## config.mk

```make
export PLATFORM = sky130hd
export DESIGN_NAME = uart_rx_deserializer
export DESIGN_NICKNAME = d
export VERILOG_FILES = /design/src/rtl/uart_rx_deserializer_pkg.sv /design/src/rtl/uart_sync2.sv /design/src/rtl/uart_rx_deserializer.sv
export SDC_FILE = /design/constraint.sdc
export NUM_CORES = 1
export LEC_CHECK = 0
export ABC_CLOCK_PERIOD_IN_PS = 4100
export CELL_PAD_IN_SITES_DETAIL_PLACEMENT = 1
export CELL_PAD_IN_SITES_GLOBAL_PLACEMENT = 1
export CORE_MARGIN = 8
export CORE_UTILIZATION = 44
export CTS_CLUSTER_DIAMETER = 60
export DETAILED_ROUTE_END_ITERATION = 12
export HOLD_SLACK_MARGIN = 0.08
export PLACE_DENSITY_LB_ADDON = 0.1
export REMOVE_ABC_BUFFERS = 1
export SLEW_MARGIN = 20
export SYNTH_ARGS = -nofsm -noshare
export SYNTH_HDL_FRONTEND = slang
export SYNTH_SLANG_ARGS = --single-unit
```

## constraint.sdc

```tcl
create_clock -name clk -period 4.1 [get_ports clk]
set_input_delay 0.82 -clock clk [delete_from_list [all_inputs] [get_ports clk]]
set_output_delay 0.82 -clock clk [all_outputs]
set_load 0.05 [all_outputs]
```

## src/rtl/uart_rx_deserializer_pkg.sv

```systemverilog
// Shared constants, state encodings and helpers for the UART receive path.
package uart_rx_deserializer_pkg;

    // Payload width of one UART character.
    localparam int DATA_BITS = 8;

    // Receiver FSM state encodings (3-bit, kept stable for legacy tooling).
    localparam logic [2:0] ST_IDLE   = 3'd0;
    localparam logic [2:0] ST_START  = 3'd1;
    localparam logic [2:0] ST_DATA   = 3'd2;
    localparam logic [2:0] ST_PARITY = 3'd3;
    localparam logic [2:0] ST_STOP   = 3'd4;

    // Everything delivered downstream when a frame completes.
    typedef struct packed {
        logic [DATA_BITS-1:0] data;
        logic                 perror;
        logic                 ferror;
    } rx_result_t;

    // High when data plus received parity bit violate the selected parity sense.
    function automatic logic parity_fail(input logic [DATA_BITS-1:0] data,
                                         input logic                 par,
                                         input logic                 odd);
        return ((^{data, par}) != odd);
    endfunction

endpackage

```

## src/rtl/uart_sync2.sv

```systemverilog
// Two-flop synchroniser for a single asynchronous input bit.
module uart_sync2 #(
    parameter logic RESET_VAL = 1'b1
) (
    input  logic clk,
    input  logic rst_n,
    input  logic d,
    output logic q
);

    logic meta_r;
    logic sync_r;

    // Two-stage shift; reset value chosen so the synchronised line looks idle.
    always_ff @(posedge clk or negedge rst_n) begin
        if (!rst_n) begin
            meta_r <= RESET_VAL;
            sync_r <= RESET_VAL;
        end else begin
            meta_r <= d;
            sync_r <= meta_r;
        end
    end

    assign q = sync_r;

endmodule

```

## src/rtl/uart_rx_deserializer.sv

```systemverilog
// UART receiver: oversampled start detection, LSB-first 8N/parity/stop
// deserialisation, registered byte/error outputs with a one-clock valid pulse.
module uart_rx_deserializer
    import uart_rx_deserializer_pkg::*;
#(
    parameter int OVERSAMPLE = 16,
    parameter bit PARITY_ODD = 1'b0
) (
    input  logic                 clk,
    input  logic                 reset,
    input  logic                 RxD,
    input  logic                 Rx_sample_ENABLE,
    output logic [DATA_BITS-1:0] Rx_DATA,
    output logic                 Rx_VALID,
    output logic                 Rx_PERROR,
    output logic                 Rx_FERROR,
    output logic                 Rx_BUSY
);

    localparam int                SCNT_W    = $clog2(OVERSAMPLE);
    localparam logic [SCNT_W-1:0] SCNT_ZERO = {SCNT_W{1'b0}};
    localparam logic [SCNT_W-1:0] SCNT_ONE  = SCNT_W'(1);
    localparam logic [SCNT_W-1:0] SCNT_HALF = SCNT_W'(OVERSAMPLE / 2 - 1);
    localparam logic [SCNT_W-1:0] SCNT_LAST = SCNT_W'(OVERSAMPLE - 1);
    localparam logic [2:0]        BIT_ZERO  = 3'd0;
    localparam logic [2:0]        BIT_ONE   = 3'd1;
    localparam logic [2:0]        BIT_LAST  = 3'(DATA_BITS - 1);

    logic                 rxd_s;
    logic                 bit_end_s;

    logic [2:0]           state_r,  state_nxt_s;
    logic [SCNT_W-1:0]    scnt_r,   scnt_nxt_s;
    logic [2:0]           bitcnt_r, bitcnt_nxt_s;
    logic                 busy_r,   busy_nxt_s;
    logic [DATA_BITS-1:0] shreg_r,  shreg_nxt_s;
    logic                 par_r,    par_nxt_s;
    rx_result_t           result_r, result_nxt_s;
    logic                 valid_r,  valid_nxt_s;

    // Line idles high, so the synchroniser comes out of reset at 1.
    uart_sync2 #(
        .RESET_VAL (1'b1)
    ) u_rxd_sync (
        .clk   (clk),
        .rst_n (reset),
        .d     (RxD),
        .q     (rxd_s)
    );

    // Last strobe of a bit period: the counter wraps to zero here.
    assign bit_end_s = (scnt_r == SCNT_LAST);

    // Next-state logic; everything except the valid pulse only moves on strobes.
    always_comb begin
        state_nxt_s  = state_r;
        scnt_nxt_s   = scnt_r;
        bitcnt_nxt_s = bitcnt_r;
        busy_nxt_s   = busy_r;
        shreg_nxt_s  = shreg_r;
        par_nxt_s    = par_r;
        result_nxt_s = result_r;
        valid_nxt_s  = 1'b0;

        if (Rx_sample_ENABLE) begin
            case (state_r)
                ST_IDLE: begin
                    // Level-triggered: a held-low line (break) restarts frames.
                    if (!rxd_s) begin
                        state_nxt_s = ST_START;
                        scnt_nxt_s  = SCNT_ONE;
                    end else begin
                        scnt_nxt_s  = SCNT_ZERO;
                    end
                end
                ST_START: begin
                    if (scnt_r == SCNT_HALF) begin
                        // Mid start bit: re-sample to reject glitches. Counter
                        // restarts so later samples land mid-bit too.
                        scnt_nxt_s = SCNT_ZERO;
                        if (!rxd_s) begin
                            state_nxt_s  = ST_DATA;
                            busy_nxt_s   = 1'b1;
                            bitcnt_nxt_s = BIT_ZERO;
                        end else begin
                            state_nxt_s  = ST_IDLE;
                        end
                    end else begin
                        scnt_nxt_s = scnt_r + SCNT_ONE;
                    end
                end
                ST_DATA: begin
                    scnt_nxt_s = scnt_r + SCNT_ONE;
                    if (bit_end_s) begin
                        // LSB arrives first, so shift in from the top.
                        shreg_nxt_s = {rxd_s, shreg_r[DATA_BITS-1:1]};
                        if (bitcnt_r == BIT_LAST) begin
                            state_nxt_s  = ST_PARITY;
                            bitcnt_nxt_s = BIT_ZERO;
                        end else begin
                            bitcnt_nxt_s = bitcnt_r + BIT_ONE;
                        end
                    end else begin
                        shreg_nxt_s = shreg_r;
                    end
                end
                ST_PARITY: begin
                    scnt_nxt_s = scnt_r + SCNT_ONE;
                    if (bit_end_s) begin
                        par_nxt_s   = rxd_s;
                        state_nxt_s = ST_STOP;
                    end else begin
                        par_nxt_s   = par_r;
                    end
                end
                ST_STOP: begin
                    scnt_nxt_s = scnt_r + SCNT_ONE;
                    if (bit_end_s) begin
                        // Errors still deliver the byte; they are flagged, not dropped.
                        result_nxt_s.data   = shreg_r;
                        result_nxt_s.perror = parity_fail(shreg_r, par_r, PARITY_ODD);
                        result_nxt_s.ferror = ~rxd_s;
                        valid_nxt_s         = 1'b1;
                        busy_nxt_s          = 1'b0;
                        // Leaving mid stop bit lets a back-to-back start edge be caught.
                        state_nxt_s         = ST_IDLE;
                    end else begin
                        result_nxt_s = result_r;
                    end
                end
                default: begin
                    state_nxt_s  = ST_IDLE;
                    scnt_nxt_s   = SCNT_ZERO;
                    bitcnt_nxt_s = BIT_ZERO;
                    busy_nxt_s   = 1'b0;
                end
            endcase
        end else begin
            // No strobe: FSM frozen, outputs hold.
            state_nxt_s = state_r;
        end
    end

    // Control state: FSM, oversample counter, bit counter, busy flag.
    always_ff @(posedge clk or negedge reset) begin
        if (!reset) begin
            state_r  <= ST_IDLE;
            scnt_r   <= SCNT_ZERO;
            bitcnt_r <= BIT_ZERO;
            busy_r   <= 1'b0;
        end else begin
            state_r  <= state_nxt_s;
            scnt_r   <= scnt_nxt_s;
            bitcnt_r <= bitcnt_nxt_s;
            busy_r   <= busy_nxt_s;
        end
    end

    // Datapath: shift register and captured parity bit.
    always_ff @(posedge clk or negedge reset) begin
        if (!reset) begin
            shreg_r <= {DATA_BITS{1'b0}};
            par_r   <= 1'b0;
        end else begin
            shreg_r <= shreg_nxt_s;
            par_r   <= par_nxt_s;
        end
    end

    // Delivered result and its one-clock valid pulse.
    always_ff @(posedge clk or negedge reset) begin
        if (!reset) begin
            result_r <= '{data: {DATA_BITS{1'b0}}, perror: 1'b0, ferror: 1'b0};
            valid_r  <= 1'b0;
        end else begin
            result_r <= result_nxt_s;
            valid_r  <= valid_nxt_s;
        end
    end

    assign Rx_DATA   = result_r.data;
    assign Rx_PERROR = result_r.perror;
    assign Rx_FERROR = result_r.ferror;
    assign Rx_VALID  = valid_r;
    assign Rx_BUSY   = busy_r;

endmodule
```

* Word-level counts from Yosys, hierarchy flattened
Index checks and enable logic that the tools add are counted.
** Storage, ports and cells
- Register bits :: 33
- Bits in latches :: 0
- Memory bits (writable) :: 0
- ROM bits :: 0
- Input bits :: 4
- Logic and storage cells :: 65
- Memories kept :: 0
** Operators by class
- $add $sub $neg :: 2
- Multipliers :: 0
- Div/mod/pow operators :: 0
- Magnitude comparators :: 0
- Equal/unequal tests :: 14
- Shifts and indexed selects :: 0
- Muxes and demuxes :: 23
- Bitwise gates (word level) :: 3
- Reductions and logical operators :: 11
** Operator list (count)
- $mux 3 :: 10
- $pmux 3 s5 :: 1
- $ne 2x2->1 const B :: 7
- $pmux 4 s3 :: 1
- $reduce_and 5->1 :: 2
- $pmux 3 s3 :: 1
- $reduce_and 3->1 :: 3
- $reduce_or 3->1 :: 3
- $reduce_xor 9->1 :: 1
- $mux 1 :: 7
- $reduce_and 7->1 :: 1
- $eq 3x2->1 const B :: 2
- $eq 3x3->1 const B :: 2
- $add 4x1->4 const B :: 1
- $eq 4x3->1 const B :: 1
- $eq 4x4->1 const B :: 1
- $mux 4 :: 1
- $add 3x1->3 const B :: 1
- $eq 3x1->1 const B :: 1
- $logic_not 3->1 :: 1
- $not 1->1 :: 3
- $pmux 1 s3 :: 1
- $mux 2 :: 1

* Logic depth before layout (Yosys ltp)
- Depth after elaboration :: 4
- Depth in mapped cells :: 5
- Depth with buffers taken out :: 5

* Hierarchy
A second synthesis with hierarchy kept.
** Unflattened totals
- Cell total of the unflattened synthesis :: 133
- Area, all modules :: 1627.8 µm²
** By module, submodules not included
- uart_rx_deserializer :: times used 1, cells each 131, area an instance 1575.3 µm², sequential area each 775.7 µm²
- uart_sync2 :: times used 1, cells each 2, area an instance 52.6 µm², sequential area each 52.6 µm²

* Least setup slack after synthesis
No wires, ideal clock.
- Kind :: register -> register
- From :: register scnt_r[0]
- To :: register bitcnt_r[0]
- Setup time :: 0.125 ns
- Data arrival time :: 1.530 ns
- Setup slack :: 2.446 ns
- Stages on the path, launching flop included :: 6
- Period minus slack after synthesis :: 1.654 ns
- Cells stage by stage :: dfrtp_1 ha_1 nand3_1 a21oi_1 o311ai_2 mux2_2
** Between the ends
- Cells in the longest elaborated chain, start to end :: 3
- Elaborated cells between the ends (all ways) :: 5
** RTL lines
- start: declaration :: line uart_rx_deserializer.sv:33 : logic [SCNT_W-1:0] scnt_r, scnt_nxt_s;
- start signal: assignment :: line uart_rx_deserializer.sv:153 : scnt_r <= scnt_nxt_s;
- $eq 4x3->1 or $eq 4x4->1 (tied branches) :: line uart_rx_deserializer.sv:77, uart_rx_deserializer.sv:52
- $ne 2x2->1 (no source line)
- $reduce_and 5->1 (no source line) *
- end signal: assignment :: line uart_rx_deserializer.sv:154 : bitcnt_r <= bitcnt_nxt_s;
- end: declaration :: line uart_rx_deserializer.sv:34 : logic [2:0] bitcnt_r, bitcnt_nxt_s;
Every way passes the cells marked *; elsewhere a longest branch is shown, timed or not.
A chain may end at the register's enable or synchronous reset.

* Worst setup path in the final report
- From :: input Rx_sample_ENABLE
- To :: register result_r (netlist bit Rx_DATA[2])
** Between the ends
- Cells in the longest elaborated chain, start to end :: 1
** RTL lines
- start: declaration :: line uart_rx_deserializer.sv:12 : input logic Rx_sample_ENABLE,
- $reduce_and 3->1 (no source line)
- end signal: assignment :: line uart_rx_deserializer.sv:173 : result_r <= '{data: {DATA_BITS{1'b0}}, perror: 1'b0, ferror: 1'b0};
- end signal: assignment :: line uart_rx_deserializer.sv:176 : result_r <= result_nxt_s;
- end: declaration :: line uart_rx_deserializer.sv:38 : rx_result_t result_r, result_nxt_s;
Every way passes these cells.

==> metrics.cfg <==
[status]
status = completed

[setup_path]
end_kind = register
crit_required_ns = 4.31
start_kind = input pin
critPathLaunch = Rx_sample_ENABLE
critPathSlowestCell = clkdlybuf4s50_1
crit_buf_inv = 1
crit_chain = clkdlybuf4s50_1 > and3_1 > mux2_2
cpPeakStageDelay_ns = 0.80
setup.worst_path.class = in -> reg
arrival_ns = 2.60
path_delay_family = buffers and inverters
critPathMaxFanout = 16
r2r_start = scnt_r[0]$_DFFE_PN0P_

[sta]
fin_setup_tns_ns = 0
slew_viol_final = 0
hold_viol = 0
relSlewSlack_pct = 62.0
finalCritPeriodShare_pct = 58.4
worst_pin_slew_ns = 0.570
fin_skew_ns = 0.0123
rsz0062_at_grt = false
fmax_mhz = 418
period_minus_slack_ns = 2.39
setup_violations = 0

[cells_and_area]
diodes = 0
syn_to_final_growth_pct = 14.1
layout-drive-gt1-share_pct = 22.4
fillers = 398
nets = 153
fin_area_mm2 = 0.00183
final_util_pct = 51.1

[synth]
yosysMostFrequentCell = dfrtp_1
synthCells = 129
ys_types = 36
ys_top_cells_by_count = 31 x dfrtp_1, 22 x mux2_2, 7 x o21ai_0, 6 x inv_1, 6 x xnor2_1
synth_edf_count = 0
synthSimpleGateAreaFrac_pct = 10.1
avgSynthCellArea_um2 = 12.4
synthTopCellsByArea = dfrtp_1 48%, mux2_2 15%, dfstp_2 3.3%
synth_compound_area_share_pct = 9.99
synth_seq_cells = 33
async_flop_share_pct = 100
syn_area_mm2 = 0.00160
synth_top_family_by_area = multiplexers
synth_fa_ha_area_share_pct = 2.34
yosysSeqAreaShare_pct = 51.7
yosysTopAreaCell = dfrtp_1
synth-main-ff-cell = dfrtp_1
synth_top_area_share_pct = 48.4
synth.area.mux_share_pct = 16.7
synth-xor-area-share_pct = 5.23
yosys_warnings = 0

[clock_network]
cts_tree = built
post_cts_resized = 0
cts_root_buf = clkbuf_4
numCtsBuffers = 5
clock-sinks = 33
cts_setup_buffers = 0
htreeDepth = 2
cts_hold_buf = 0
path_clk_slew_ns = 0.09
worstSkewPairLatency_ns = 0.33
cts_buffer_depth = 2

[die]
die_y_um = 76.4
die_x_um = 76.4
die_area_mm2 = 0.00583
initial_utilization_pct = 44.8
core_area_mm2 = 0.00358
num_rows = 22
io_pins = 16

[routing]
wire_per_inst_um = 16.1
drc = 0
met2_length_um = 1620
highest_layer = met4
met1_length_um = 1360
routed_wl_um = 3140
drt_iter0_markers = 54
route.met3.wl_um = 126
via_per_inst = 5.36
first_pass_iters = 4
postRouteAntennaNets = 0
dr_total_vias = 1045

[pwr]
irDropWorstVdd_mv = 0.231
powerDensity_mw_per_mm2 = 485
seqPwrFrac_pct = 51.4
power_frac_clock_pct = 18.7
combinationalPowerShare_pct = 29.8
leakagePower_uw = 0.000853
cellInternalPower_uw = 572
netSwitchingFraction_pct = 35.5
p_switching_uw = 315

[flow_run]
max_cap_viol_count = 0

[grt]
antenna_found_initial = 0
grt_max_degree = 34
track_usage_pct = 11.6
grt_pass1_wl_um = 5500
overflow = 0
grt_pass1_vias = 1162

[placed_design]
placed_area_mm2 = 0.00178
port_buffers = 15
place_congestion = 0.764
place_hpwl_um = 2230

[hold_path]
hold_path.class = reg -> reg
hp-start = u_rxd_sync.meta_r$_DFF_PN1_

[power by group through the flow]
stage	registers, uW	logic, uW	clock network (uW)
6_report	456	264	166
5_1_grt	468	295	189
4_1_cts	455	268	177
3_5_place_dp	462	267	0
3_3_place_gp	458	254	0
2_1_floorplan	459	188	0
[flip-flops by register name (all words and copies together), names as in the netlist, 3 cells and up]
register and flops:
Rx_DATA 8, bitcnt_r 3, scnt_r 4, shreg_r 8, state_r 3
[layout make-up]
cell class	count	area, um2	share of cell area (%)
flip-flops and latches	33	828	45.3
multi-input cells	84	712	38.9
repair buffers	16	158	8.62
well taps	48	60.1	3.28
clock buffers	8	48.8	2.67
inverters	6	22.5	1.23
[placed cells by master (no fill, tap or decap), drive strengths merged, types with 2 or more instances in the layout]
| master | synthesis | routed |
|---|---|---|
| ha | 3 | 3 |
| and3 | 4 | 4 |
| mux2i | 2 | 2 |
| xnor2 | 6 | 6 |
| mux2 | 22 | 22 |
| nand2 | 3 | 3 |
| nand3 | 4 | 4 |
| a21oi | 3 | 3 |
| nor3b | 2 | 2 |
| dfstp | 2 | 2 |
| a31oi | 3 | 3 |
| dfrtp | 31 | 31 |
| o21ai | 7 | 7 |
| nor2 | 4 | 4 |
| nor2b | 5 | 5 |
| clkdlybuf4s50 | 0 | 15 |
| clkbuf | 2 | 8 |
| inv | 6 | 6 |
[cells by family after synthesis]
| family | after synthesis |
|---|---|
| buf+inv | 12 |
| flops | 33 |
| simple gates | 26 |
| mux | 24 |
| xor+xnor | 8 |
| compound gates | 23 |
| fa+ha+maj | 3 |
[metrics by stage]
stage	hold slack, ns	power (uW)	worst slack (ns)	std cells
floorplan	0.345	647	2.38	123
finish	0.351	887	1.71	195
detailed placement	0.349	729	1.34	187
global route	0.355	952	1.62	195
global placement	0.347	712	1.38	187
CTS	0.355	901	1.70	195
[routing by layer]
layer	GRT usage, %	vias up
met5	0	-
met4	4.04	0
met3	4.01	5
met2	19.7	12
met1	13.1	535
li1	-	493
[final timing paths]
check	end	slack, ns	cells past startpoint
max	Rx_DATA[2]$_DFFE_PN0P_	1.71	3
min	u_rxd_sync.q$_DFF_PN1_	0.35	0
max reg2reg	Rx_DATA[2]$_DFFE_PN0P_	2.09	4
min reg2reg	u_rxd_sync.q$_DFF_PN1_	0.35	0
max in group asynchronous	u_rxd_sync.meta_r$_DFF_PN1_	2.87	2
min in group asynchronous	Rx_PERROR$_DFFE_PN0P_	0.90	2
Power figures use the tool's default switching activity.
==> RTL change, RTL diff (same settings) <==
`PARITY_ODD`: 1'b0 -> 1'b1.
--- a/src/rtl/uart_rx_deserializer.sv
+++ b/src/rtl/uart_rx_deserializer.sv
@@ -4,7 +4,7 @@
     import uart_rx_deserializer_pkg::*;
 #(
     parameter int OVERSAMPLE = 16,
-    parameter bit PARITY_ODD = 1'b0
+    parameter bit PARITY_ODD = 1'b1
 ) (
     input  logic                 clk,
     input  logic                 reset,
Behaviour: same outputs for any inputs over 10 cycles, from zero or initial values and one cycle with reset low; that may be too few to reach the edited logic, so the function may still have changed.
==> RTL change against the original RTL <==
Area after synthesis grew 3.2%; sequential cell count is the same; wire length grew 8.5%; sequential share of layout area shrank 2.3 points; design area grew 5.5%; critical path type is now flip-flop to output pin; worst setup slack gained 98 ps; power shrank 9.9%; clock power grew 63%; combinational power shrank 47%.
==> RTL change: results (changes against the original RTL) <==
Place
  – Final HPWL DP: 2.41 mm (was 2.23 mm)
  – Pre-CTS setup slack: 1500 ps (was 1340 ps)
  – Placer Congestion: 0.744 (was 0.764)

Detailed routing
  – Vias per cell: 5.41 (was 5.36)
  – WL met1: 1.43 mm (was 1.36 mm)
  – Routed length per instance: 16.9 um (was 16.1 um)
  – Iteration-0 DRC Markers: 64 (was 54)
  – Met3 routed WL: 153 um (was 126 um)
  – DR WL met2: 1.77 mm (was 1.62 mm)

Layout
  – Fillers: 389 (was 398)
  – Comb_multi_in: 90 (was 84)
  – Final clock-cell share: 5.25% (was 2.67%)
  – Sequential cell area share: 42.9% (was 45.3%)
  – Nets@finish: 160 (was 153)
  – Clkbuf count: 7 (was 8)
  – Buffering overhead: 8.56% (was 8.62%)
  – Share of layout cells above drive strength 1: 24.0% (was 22.4%)
  – Buffers excl. clock: 17 (was 16)

Clocking
  – Clock transition at path regs: 70 ps (was 90 ps)
  – Skew-Pair Late Insertion Delay: 290 ps (was 330 ps)
  – Hold_buf cts: 0 (unchanged)
  – Root Driver: clkbuf_8 (was clkbuf_4)

Worst setup path
  – Critical Path Sink: Rx_BUSY (was Rx_DATA[2])
  – CP Launch Point: Rx_BUSY (was Rx_sample_ENABLE)
  – Reg2reg setup slack: 2050 ps (was 2090 ps)
  – Worst r2r dst: Rx_DATA[6] (was Rx_DATA[2])
  – CP max FO: 2 (was 16)
  – CP max stage delay: 820 ps (was 800 ps)

GRT
  – Initial antenna violation count: 0 (unchanged)
  – Met2 GRT Util: 20.1% (was 19.7%)
  – First-pass GRT wire length: 6.15 mm (was 5.50 mm)
  – Grt met1 use: 15.3% (was 13.1%)
  – Vias in the first global route: 1205 (was 1162)

Synthesis
  – Yosys cell types: 44 (was 36)
  – Sequential element share of the synthesized area: 50.1% (was 51.7%)
  – Post-synth top cells: 31 x dfrtp_1, 13 x mux2_2, 12 x nand2_1 (was 31 x dfrtp_1, 22 x mux2_2, 7 x o21ai_0)

Pwr
  – Sw frac: 28.8% (was 35.5%)
  – Maximum vdd drop: 0.241 mV (was 0.231 mV)
  – Static Leak: 0.885 nW (was 0.853 nW)
  – Comb. pwr: 0.140 mW (was 0.264 mW)
  – P_clk: 0.270 mW (was 0.166 mW)
  – Sequential Power: 0.388 mW (was 0.456 mW)

STA
  – Slew @ Worst Pin: 519 ps (was 570 ps)
  – Minimum clock period: 2300 ps (was 2390 ps)
  – Clk_skew: 7.74 ps (was 12.3 ps)

Run status
  – Status: finished, final reports clean (unchanged)
==> RTL change: changes by cell type in the layout (fill, tap and decap cells not counted), sizes merged, moves of 2 or more <==
cell	delta
nor3b	-2
o221ai	+2
nand2	+9
o21ai	-5
or2	+2
a31oi	-2
==> RTL change: stage by stage <==
| step | std cells | area [sq um] | utilization, % | hold WS [ps] |
|---|---|---|---|---|
| 2_1_floorplan | 129 | 1600 | - | 345 |
| 3_3_place_gp | 194 | 1830 | 50.3 | 346 |
| 3_5_place_dp | 194 | 1830 | 50.3 | 350 |
| 4_1_cts | 202 | 1930 | 53.1 | 360 |
| 5_1_grt | 202 | 1930 | 53.1 | 363 |
| 6_report | 202 | 1930 | 53.1 | 359 |
==> RTL change: logic make-up (layout without fill, tap and decap cells) <==
family,Yosys count,count (layout),synth area share (%)
mux,23,23,17.3
compound gates,20,20,9.30
flops,33,33,50.1
simple gates,36,36,11.5
buf+inv,14,31,4.46
fa+ha+maj,3,3,2.27
xor+xnor,8,8,5.07
